`src/rtl/countdown_delay_meter_if.sv`:
```
// Result channel of countdown_delay_meter: measured delay plus
// overflow flag, transferred on a valid/ready handshake.
interface countdown_delay_meter_if #(
  parameter int WIDTH = 12
);
  logic [WIDTH-1:0] m_data;
  logic             m_overflow;
  logic             m_valid;
  logic             m_ready;

  modport master (
    output m_data,
    output m_overflow,
    output m_valid,
    input  m_ready
  );

  modport slave (
    input  m_data,
    input  m_overflow,
    input  m_valid,
    output m_ready
  );
endinterface

```
`src/rtl/countdown_delay_meter.sv`:
```
// Counts sys_clk cycles between a start_in edge and the matching stop_in edge.
// Define DELAY_METER_AVG_EN to report the mean of 2^AVG_LOG2 measurements.
module countdown_delay_meter #(
  parameter int WIDTH       = 12,
  parameter int SYNC_STAGES = 2,
  parameter int AVG_LOG2    = 2
) (
  input  logic sys_clk,
  input  logic rst,
  input  logic arm,
  input  logic start_in,
  input  logic stop_in,
  output logic busy,
  countdown_delay_meter_if.master m
);

  typedef enum logic [1:0] {
    IDLE,
    ARMED,
    COUNT,
    DONE
  } state_t;

  localparam logic [WIDTH-1:0] MAX = '1;
  localparam logic [WIDTH-1:0] ONE = WIDTH'(1);

  state_t state, state_nx;

  logic [SYNC_STAGES-1:0] start_sync;
  logic [SYNC_STAGES-1:0] stop_sync;
  logic start_prev;
  logic stop_prev;
  logic start_edge;
  logic stop_edge;

  logic [WIDTH-1:0] cnt;
  logic [WIDTH-1:0] data_q;
  logic             ovf_q;

  logic             meas_done;
  logic [WIDTH-1:0] meas_val;
  logic             meas_ovf;
  logic             last_sub;
  logic [WIDTH-1:0] fin_data;
  logic             fin_ovf;

  // Identical paths on both lines so their latency cancels
  always_ff @(posedge sys_clk) begin
    if (rst) begin
      start_sync <= '0;
      stop_sync  <= '0;
      start_prev <= 1'b0;
      stop_prev  <= 1'b0;
    end else begin
      start_sync <= {start_sync[SYNC_STAGES-2:0], start_in};
      stop_sync  <= {stop_sync[SYNC_STAGES-2:0], stop_in};
      start_prev <= start_sync[SYNC_STAGES-1];
      stop_prev  <= stop_sync[SYNC_STAGES-1];
    end
  end

  assign start_edge = start_sync[SYNC_STAGES-1] ^ start_prev;
  assign stop_edge  = stop_sync[SYNC_STAGES-1] ^ stop_prev;

  // Saturation wins over a coincident stop edge
  always_comb begin
    meas_done = 1'b0;
    meas_val  = '0;
    meas_ovf  = 1'b0;
    unique case (state)
      ARMED: begin
        if (start_edge && stop_edge) begin
          meas_done = 1'b1;
        end
      end
      COUNT: begin
        if (cnt == MAX) begin
          meas_done = 1'b1;
          meas_val  = MAX;
          meas_ovf  = 1'b1;
        end else if (stop_edge) begin
          meas_done = 1'b1;
          meas_val  = cnt;
        end
      end
      default: ;
    endcase
  end

`ifdef DELAY_METER_AVG_EN
  localparam int SW = WIDTH + AVG_LOG2;

  logic [SW-1:0]       sum_q;
  logic [SW-1:0]       sum_nx;
  logic                ovf_acc_q;
  logic                ovf_any;
  logic [AVG_LOG2-1:0] sub_q;

  assign sum_nx   = sum_q + SW'(meas_val);
  assign ovf_any  = ovf_acc_q | meas_ovf;
  assign last_sub = &sub_q;
  assign fin_ovf  = ovf_any;
  assign fin_data = ovf_any ? MAX : sum_nx[SW-1:AVG_LOG2];

  always_ff @(posedge sys_clk) begin
    if (rst) begin
      sum_q     <= '0;
      ovf_acc_q <= 1'b0;
      sub_q     <= '0;
    end else if (meas_done) begin
      if (last_sub) begin
        sum_q     <= '0;
        ovf_acc_q <= 1'b0;
        sub_q     <= '0;
      end else begin
        sum_q     <= sum_nx;
        ovf_acc_q <= ovf_any;
        sub_q     <= sub_q + AVG_LOG2'(1);
      end
    end
  end
`else
  assign last_sub = 1'b1;
  assign fin_data = meas_val;
  assign fin_ovf  = meas_ovf;
`endif

  always_ff @(posedge sys_clk) begin
    if (rst) begin
      state <= IDLE;
    end else begin
      state <= state_nx;
    end
  end

  always_comb begin
    state_nx = state;
    unique case (state)
      IDLE: begin
        if (arm) state_nx = ARMED;
      end
      ARMED: begin
        if (meas_done) begin
          state_nx = last_sub ? DONE : ARMED;
        end else if (start_edge) begin
          state_nx = COUNT;
        end
      end
      COUNT: begin
        if (meas_done) begin
          state_nx = last_sub ? DONE : ARMED;
        end
      end
      DONE: begin
        if (m.m_ready) begin
          state_nx = arm ? ARMED : IDLE;
        end
      end
      default: state_nx = IDLE;
    endcase
  end

  // cnt equals cycles elapsed since the start edge while in COUNT
  always_ff @(posedge sys_clk) begin
    if (rst) begin
      cnt <= '0;
    end else if (state_nx == COUNT) begin
      cnt <= (state == COUNT) ? cnt + ONE : ONE;
    end else begin
      cnt <= '0;
    end
  end

  always_ff @(posedge sys_clk) begin
    if (rst) begin
      data_q <= '0;
      ovf_q  <= 1'b0;
    end else if (meas_done && last_sub) begin
      data_q <= fin_data;
      ovf_q  <= fin_ovf;
    end
  end

  always_comb begin
    busy         = (state != IDLE);
    m.m_valid    = (state == DONE);
    m.m_data     = data_q;
    m.m_overflow = ovf_q;
  end

endmodule

```
`src/flat_wrapper.sv`:
```
// flat-port wrapper written by rule: the top's interface ports become plain ports
module countdown_delay_meter_flat 
#(
  parameter int WIDTH       = 12,
  parameter int SYNC_STAGES = 2,
  parameter int AVG_LOG2    = 2
)
  (sys_clk, rst, arm, start_in, stop_in, busy, m_m_data, m_m_overflow, m_m_valid, m_m_ready);
  countdown_delay_meter_if #(.WIDTH(WIDTH)) m_i ();
  input  logic sys_clk;
  input  logic rst;
  input  logic arm;
  input  logic start_in;
  input  logic stop_in;
  output logic busy;
  output wire logic [$bits(m_i.m_data)-1:0] m_m_data;
  output wire logic [$bits(m_i.m_overflow)-1:0] m_m_overflow;
  output wire logic [$bits(m_i.m_valid)-1:0] m_m_valid;
  input wire logic [$bits(m_i.m_ready)-1:0] m_m_ready;
  assign m_m_data = m_i.m_data;
  assign m_m_overflow = m_i.m_overflow;
  assign m_m_valid = m_i.m_valid;
  assign m_i.m_ready = m_m_ready;
  countdown_delay_meter #(.WIDTH(WIDTH), .SYNC_STAGES(SYNC_STAGES), .AVG_LOG2(AVG_LOG2)) u_core (.sys_clk(sys_clk), .rst(rst), .arm(arm), .start_in(start_in), .stop_in(stop_in), .busy(busy), .m(m_i));
endmodule
```
`config.mk`:
```
export PLATFORM = sky130hd
export DESIGN_NAME = countdown_delay_meter_flat
export DESIGN_NICKNAME = d
export VERILOG_FILES = /design/src/rtl/countdown_delay_meter_if.sv /design/src/rtl/countdown_delay_meter.sv /design/src/flat_wrapper.sv
export SDC_FILE = /design/constraint.sdc
export NUM_CORES = 1
export LEC_CHECK = 0
export CORE_MARGIN = 4
export CORE_UTILIZATION = 54
export DETAILED_ROUTE_END_ITERATION = 12
export GPL_TIMING_DRIVEN = 0
export PLACE_DENSITY = 0.78
export SYNTH_ARGS = -nofsm -noshare
export SYNTH_HDL_FRONTEND = slang
export SYNTH_SLANG_ARGS = --single-unit
export TNS_END_PERCENT = 10
```
`constraint.sdc`:
```
create_clock -name sys_clk -period 2.25 [get_ports sys_clk]
set_input_delay 0.5625 -clock sys_clk [delete_from_list [all_inputs] [get_ports sys_clk]]
set_output_delay 0.5625 -clock sys_clk [all_outputs]
set_load 0.03 [all_outputs]
```
# Yosys cells after proc, flatten, opt, wreduce, memory -nomap -nowiden
# Index checks and enable logic that the tools add are counted.
# op_classes
addsub,1
eq_ne,5
mux,17
n_bitwise,4
n_reduce_logical,5
# ops
op,n
$mux W12,3
$add A12 B1 Y12 const B,1
$eq A12 B12 Y1 const B,1
$mux W2,5
$pmux W2 S4,1
$mux W1,7
$eq A2 B2 Y1 const B,3
$reduce_or A3 Y1,1
$eq A2 B1 Y1 const B,1
$logic_not A2 Y1,1
$not A1 Y1,2
$pmux W1 S2,1
$reduce_bool A2 Y1,1
$reduce_or A2 Y1,1
$xor A1 B1 Y1,2
$logic_and A1 B1 Y1,1
# word_totals
reg_bits,33
output_inout_bits,15
elab_cells,41

# Logic depth before layout (Yosys ltp)
# depth
ltp_word,9
ltp_mapped,9
ltp_nobuf,7

# Least setup slack after synthesis
# Ideal clock, no wire load.
# synth_timing
path_kind,reg-to-reg
start,reg u_core.state[1]
end,reg u_core.cnt[10]
setup_ns,0.115
t_arrival_ns,1.728
t_required_ns,2.135
setup_slack_ns,0.407
path_stages_with_launch,8
path_cell_list,dfxtp_1 -> ha_1 -> or2b_2 -> a31oi_1 -> nor4_2 -> o211ai_2 -> buf_6 -> nor2_1
# synth_via
elab_cells_between_ends,15
classes_between,4 x eq/ne; 7 x mux; 2 x bitwise; 2 x reduce/logical
# synth_rtl
item,line,source
"start, declared",countdown_delay_meter.sv:27,"state_t state, state_nx;"
"start signal, assigned",countdown_delay_meter.sv:132,state <= state_nx;
$eq A2 B2 Y1,--,
named net m_m_valid,flat_wrapper.sv:18,output wire logic [$bits(m_i.m_valid)-1:0] m_m_valid;
$pmux W2 S4,countdown_delay_meter.sv:138,unique case (state)
$eq A2 B2 Y1,countdown_delay_meter.sv:167,end else if (state_nx == COUNT) begin
$not A1 Y1 (no source line),--,
$reduce_or A3 Y1 (no source line),--,
"end signal, assigned",countdown_delay_meter.sv:168,cnt <= (state == COUNT) ? cnt + ONE : ONE;
"end, declared",countdown_delay_meter.sv:36,logic [WIDTH-1:0] cnt;
# The timed path passes the listed nets, and every way through them passes these cells.
# A chain may end at the register's enable or synchronous reset.

# Worst setup path after layout
# layout_timing
start,reg u_core.state[1]
end,out busy
# layout_via
elab_chain_cells,1
# layout_lines
item,line,source
$reduce_bool A2 Y1,countdown_delay_meter.sv:185,busy = (state != IDLE);
"end, declared",flat_wrapper.sv:15,output logic busy;
# Every way passes these cells.

==> results.py <==
metrics = {
    "status": {
        "status": "finished, final reports clean",
    },
    "placed_design": {
        "place_hpwl_um": 2410,
        "port-buffer-count": 20,
        "pre_cts_slack_ps": 62.7,
        "place.gp.congestion": 0.787,
    },
    "synth": {
        "yosysSeqAreaShare_pct": 40.4,
        "ys_ff_latch": 33,
        "synth_fp_nets": 200,
        "ys_top_cells_by_area": "dfxtp_1 (40%), nor3_2 (6.1%), nor2_1 (6.0%), nand2_1 (5.5%), xnor2_1 (4.8%)",
        "ys.warnings.count": 0,
        "yosys.area.top_type": "dfxtp_1",
        "yosysTopAreaCellShare_pct": 40.4,
        "synthCells": 188,
        "avgSynthCellArea_um2": 8.69,
        "ys_types": 39,
        "syn_area_um2": 1630,
    },
    "worst_setup_path": {
        "rr_startpoint": "u_core.state[1]$_SDFF_PP0_",
        "worstRegToRegCells": 8,
        "critPathKind": "register to output pin",
        "r2r_end": "u_core.cnt[6]$_SDFF_PP0_",
        "crit_arrival_ps": 1530,
        "endpoint_kind": "output pin",
        "startpoint_type": "register",
        "crit_required_ps": 1690,
        "r2r_slack_ps": 160,
        "cp_max_fo": 6,
        "timing.critical_path.from": "u_core.state[1]$_SDFF_PP0_",
    },
    "cells_and_area": {
        "fillCellCount": 244,
        "layout_common_cells": "dfxtp_1 (33), nor2_1 (26), nand2_1 (24)",
        "syn2layout_area_growth_pct": 21.3,
        "final_nets": 227,
        "drive_above_1_share_pct": 16.2,
        "final_common_cell": "dfxtp_1",
        "layout.area.seq_um2": 661,
        "num_antenna_cells": 0,
        "multiInputGateArea_um2": 891,
    },
    "flow_run": {
        "drv_cap": 0,
    },
    "cts": {
        "clockBufferDepth": 2,
        "htree_levels": 2,
        "worstSkewPairLatency_ps": 340,
        "cts_buffers": 5,
        "clk_pin_slew_worst_paths_ps": 100,
        "clock-sinks": 33,
        "cts_root_buf": "clkbuf_4",
        "tritoncts": "yes",
        "post_cts_buffers": 0,
    },
    "routing": {
        "detail_route.first_pass.iterations": 4,
        "wirelength_um": 3160,
        "avgViaCountPerCell": 5.37,
        "wl_per_cell_um": 12.8,
        "postRouteAntennaNets": 0,
        "vias": 1327,
        "drc": 0,
        "drt_iter0_drc": 57,
    },
    "global_route": {
        "overflow": 0,
        "grt_pass1_vias": 1263,
        "grt_start_max_net_pins": 12,
        "grt_pass1_wl_um": 5500,
        "grt.total_usage_pct": 17.0,
        "antenna_found_initial": 0,
    },
    "power": {
        "power_density_nw_per_um2": 644,
        "peakVddDrop_mv": 0.569,
        "leakage_nw": 0.813,
    },
    "sta": {
        "grt_setup_unrepaired": "false",
        "finalClockSkew_ps": 8.42,
        "finalHoldViolCount": 0,
        "setup_tns_ps": 0,
        "setup_viol": 0,
        "period_minus_slack_ps": 2090,
        "slew_headroom_pct": 64.0,
        "fmax_mhz": 478,
        "setup_ws_ps": 159,
        "drv_slew": 0,
        "worst_slew_pin_slew_ps": 540,
        "timing.final.crit_share_pct": 92.9,
    },
    "worst_hold_path": {
        "hp-start": "u_core.stop_sync[0]$_SDFF_PP0_",
        "min_to": "u_core.stop_sync[1]$_SDFF_PP0_",
        "hp-class": "register to register",
        "min_path_cells": 1,
    },
    "die": {
        "die_y_um": 63.0,
        "num_rows": 19,
        "fp.dieArea_um2": 3970,
        "start_util_pct": 57.8,
        "io_pins": 21,
        "chipWidth_um": 63.0,
        "core_region_area_um2": 2830,
    },
}
-- flip-flops by register name, summed over array words and instances (netlist names) --
signal and cells:
u_core.cnt 12, u_core.m.m_data 12, u_core.start_sync 2, u_core.state 2, u_core.stop_sync 2, u_core.m.m_overflow 1
u_core.start_prev 1, u_core.stop_prev 1
-- report_power, final --
| part | switching [W] | total, W | internal [W] |
|---|---|---|---|
| logic | 0.0000764 | 0.000128 | 0.0000513 |
| registers | 0.00000663 | 0.000599 | 0.000593 |
| clock network | 0.000205 | 0.000549 | 0.000344 |
| total | 0.000288 | 0.00128 | 0.000988 |
-- synth_stat cells, drive strengths merged --
| library cell | number |
|---|---|
| nor2b | 7 |
| a31oi | 1 |
| and3 | 3 |
| nor4 | 2 |
| o21bai | 1 |
| dfxtp | 33 |
| inv | 7 |
| a21oi | 13 |
| nor3b | 1 |
| buf | 6 |
| a31o | 1 |
| o211ai | 1 |
| a21o | 1 |
| xor2 | 4 |
| nand2 | 24 |
| o22a | 1 |
| nor3 | 14 |
| o21ai | 5 |
| nand4 | 2 |
| o2111a | 1 |
| a22oi | 1 |
| or3 | 1 |
| nand3b | 1 |
| nor2 | 28 |
| or2b | 1 |
| a211oi | 2 |
| clkbuf | 3 |
| xnor2 | 9 |
| o2111ai | 1 |
| or2 | 2 |
| ha | 6 |
| nand3 | 5 |
-- layer usage --
layer / vias up / wire length (µm) / share of wire [%] / global-route usage, %
met5: - / 0 / 0 / 0
met1: 623 / 1570 / 50 / 21.7
met2: 18 / 1440 / 46 / 27.8
li1: 683 / - / - / -
met3: 3 / 125 / 4.0 / 5.40
met4: 0 / 23 / 0.73 / 4.13
-- final cells by class --
type	count	share of cell area [%]
clock inverter	3	3.28
clock buffer	5	1.89
sequential	33	33.3
timing repair buffer	20	9.97
inverter	7	1.33
buffer	9	3.28
multi-input combinational	139	44.9
tap	31	1.96
-- cells by family (layout without fill, tap and decap cells) --
logic type / Yosys count / after routing / synth area share (%)
flops: 33 / 33 / 40.4
buf+inv: 16 / 44 / 5.59
fa+ha+maj: 6 / 6 / 4.59
compound gates: 29 / 29 / 11.6
xor+xnor: 13 / 13 / 6.97
simple gates: 91 / 91 / 30.9
-- critical path, stage by stage (launching register included) --
cell and delay, ps:
dfxtp_1 450, inv_1 120, ha_1 190, inv_1 40, dlygate4sd2_1 390
-- worst max-delay path by stage --
stage / to / slack (ps) / cells after the start
after floorplan: u_core.cnt[10]$_SDFF_PP0_ / 410 / 7
after global placement: u_core.cnt[9]$_SDFF_PP0_ / 110 / 7
after detailed placement: u_core.cnt[9]$_SDFF_PP0_ / 60 / 7
after CTS: busy / 160 / 4
after global routing: u_core.cnt[8]$_SDFF_PP0_ / 40 / 8
final: busy / 160 / 4
-- through the flow --
step / power (W) / hold WS [ps] / instances / util (%) / area [µm²]
final: 0.00128 / 455 / 247 / 70.1 / 1980
after floorplan: 0.000697 / 414 / 188 / - / 1630
after global routing: 0.00133 / 467 / 247 / 70.1 / 1980
after global placement: 0.000733 / 417 / 239 / 66.2 / 1870
after CTS: 0.00128 / 460 / 247 / 69.7 / 1970
after detailed placement: 0.000736 / 436 / 239 / 66.2 / 1870
-- repair_timing --
| action | 4_1_cts | 5_1_grt |
|---|---|---|
| gates resized for setup | 2 | 2 |
| setup endpoints to repair | 2 | 10 |
| hold buffers | 0 | 0 |
Note: power is estimated with default switching activity, not from simulation.
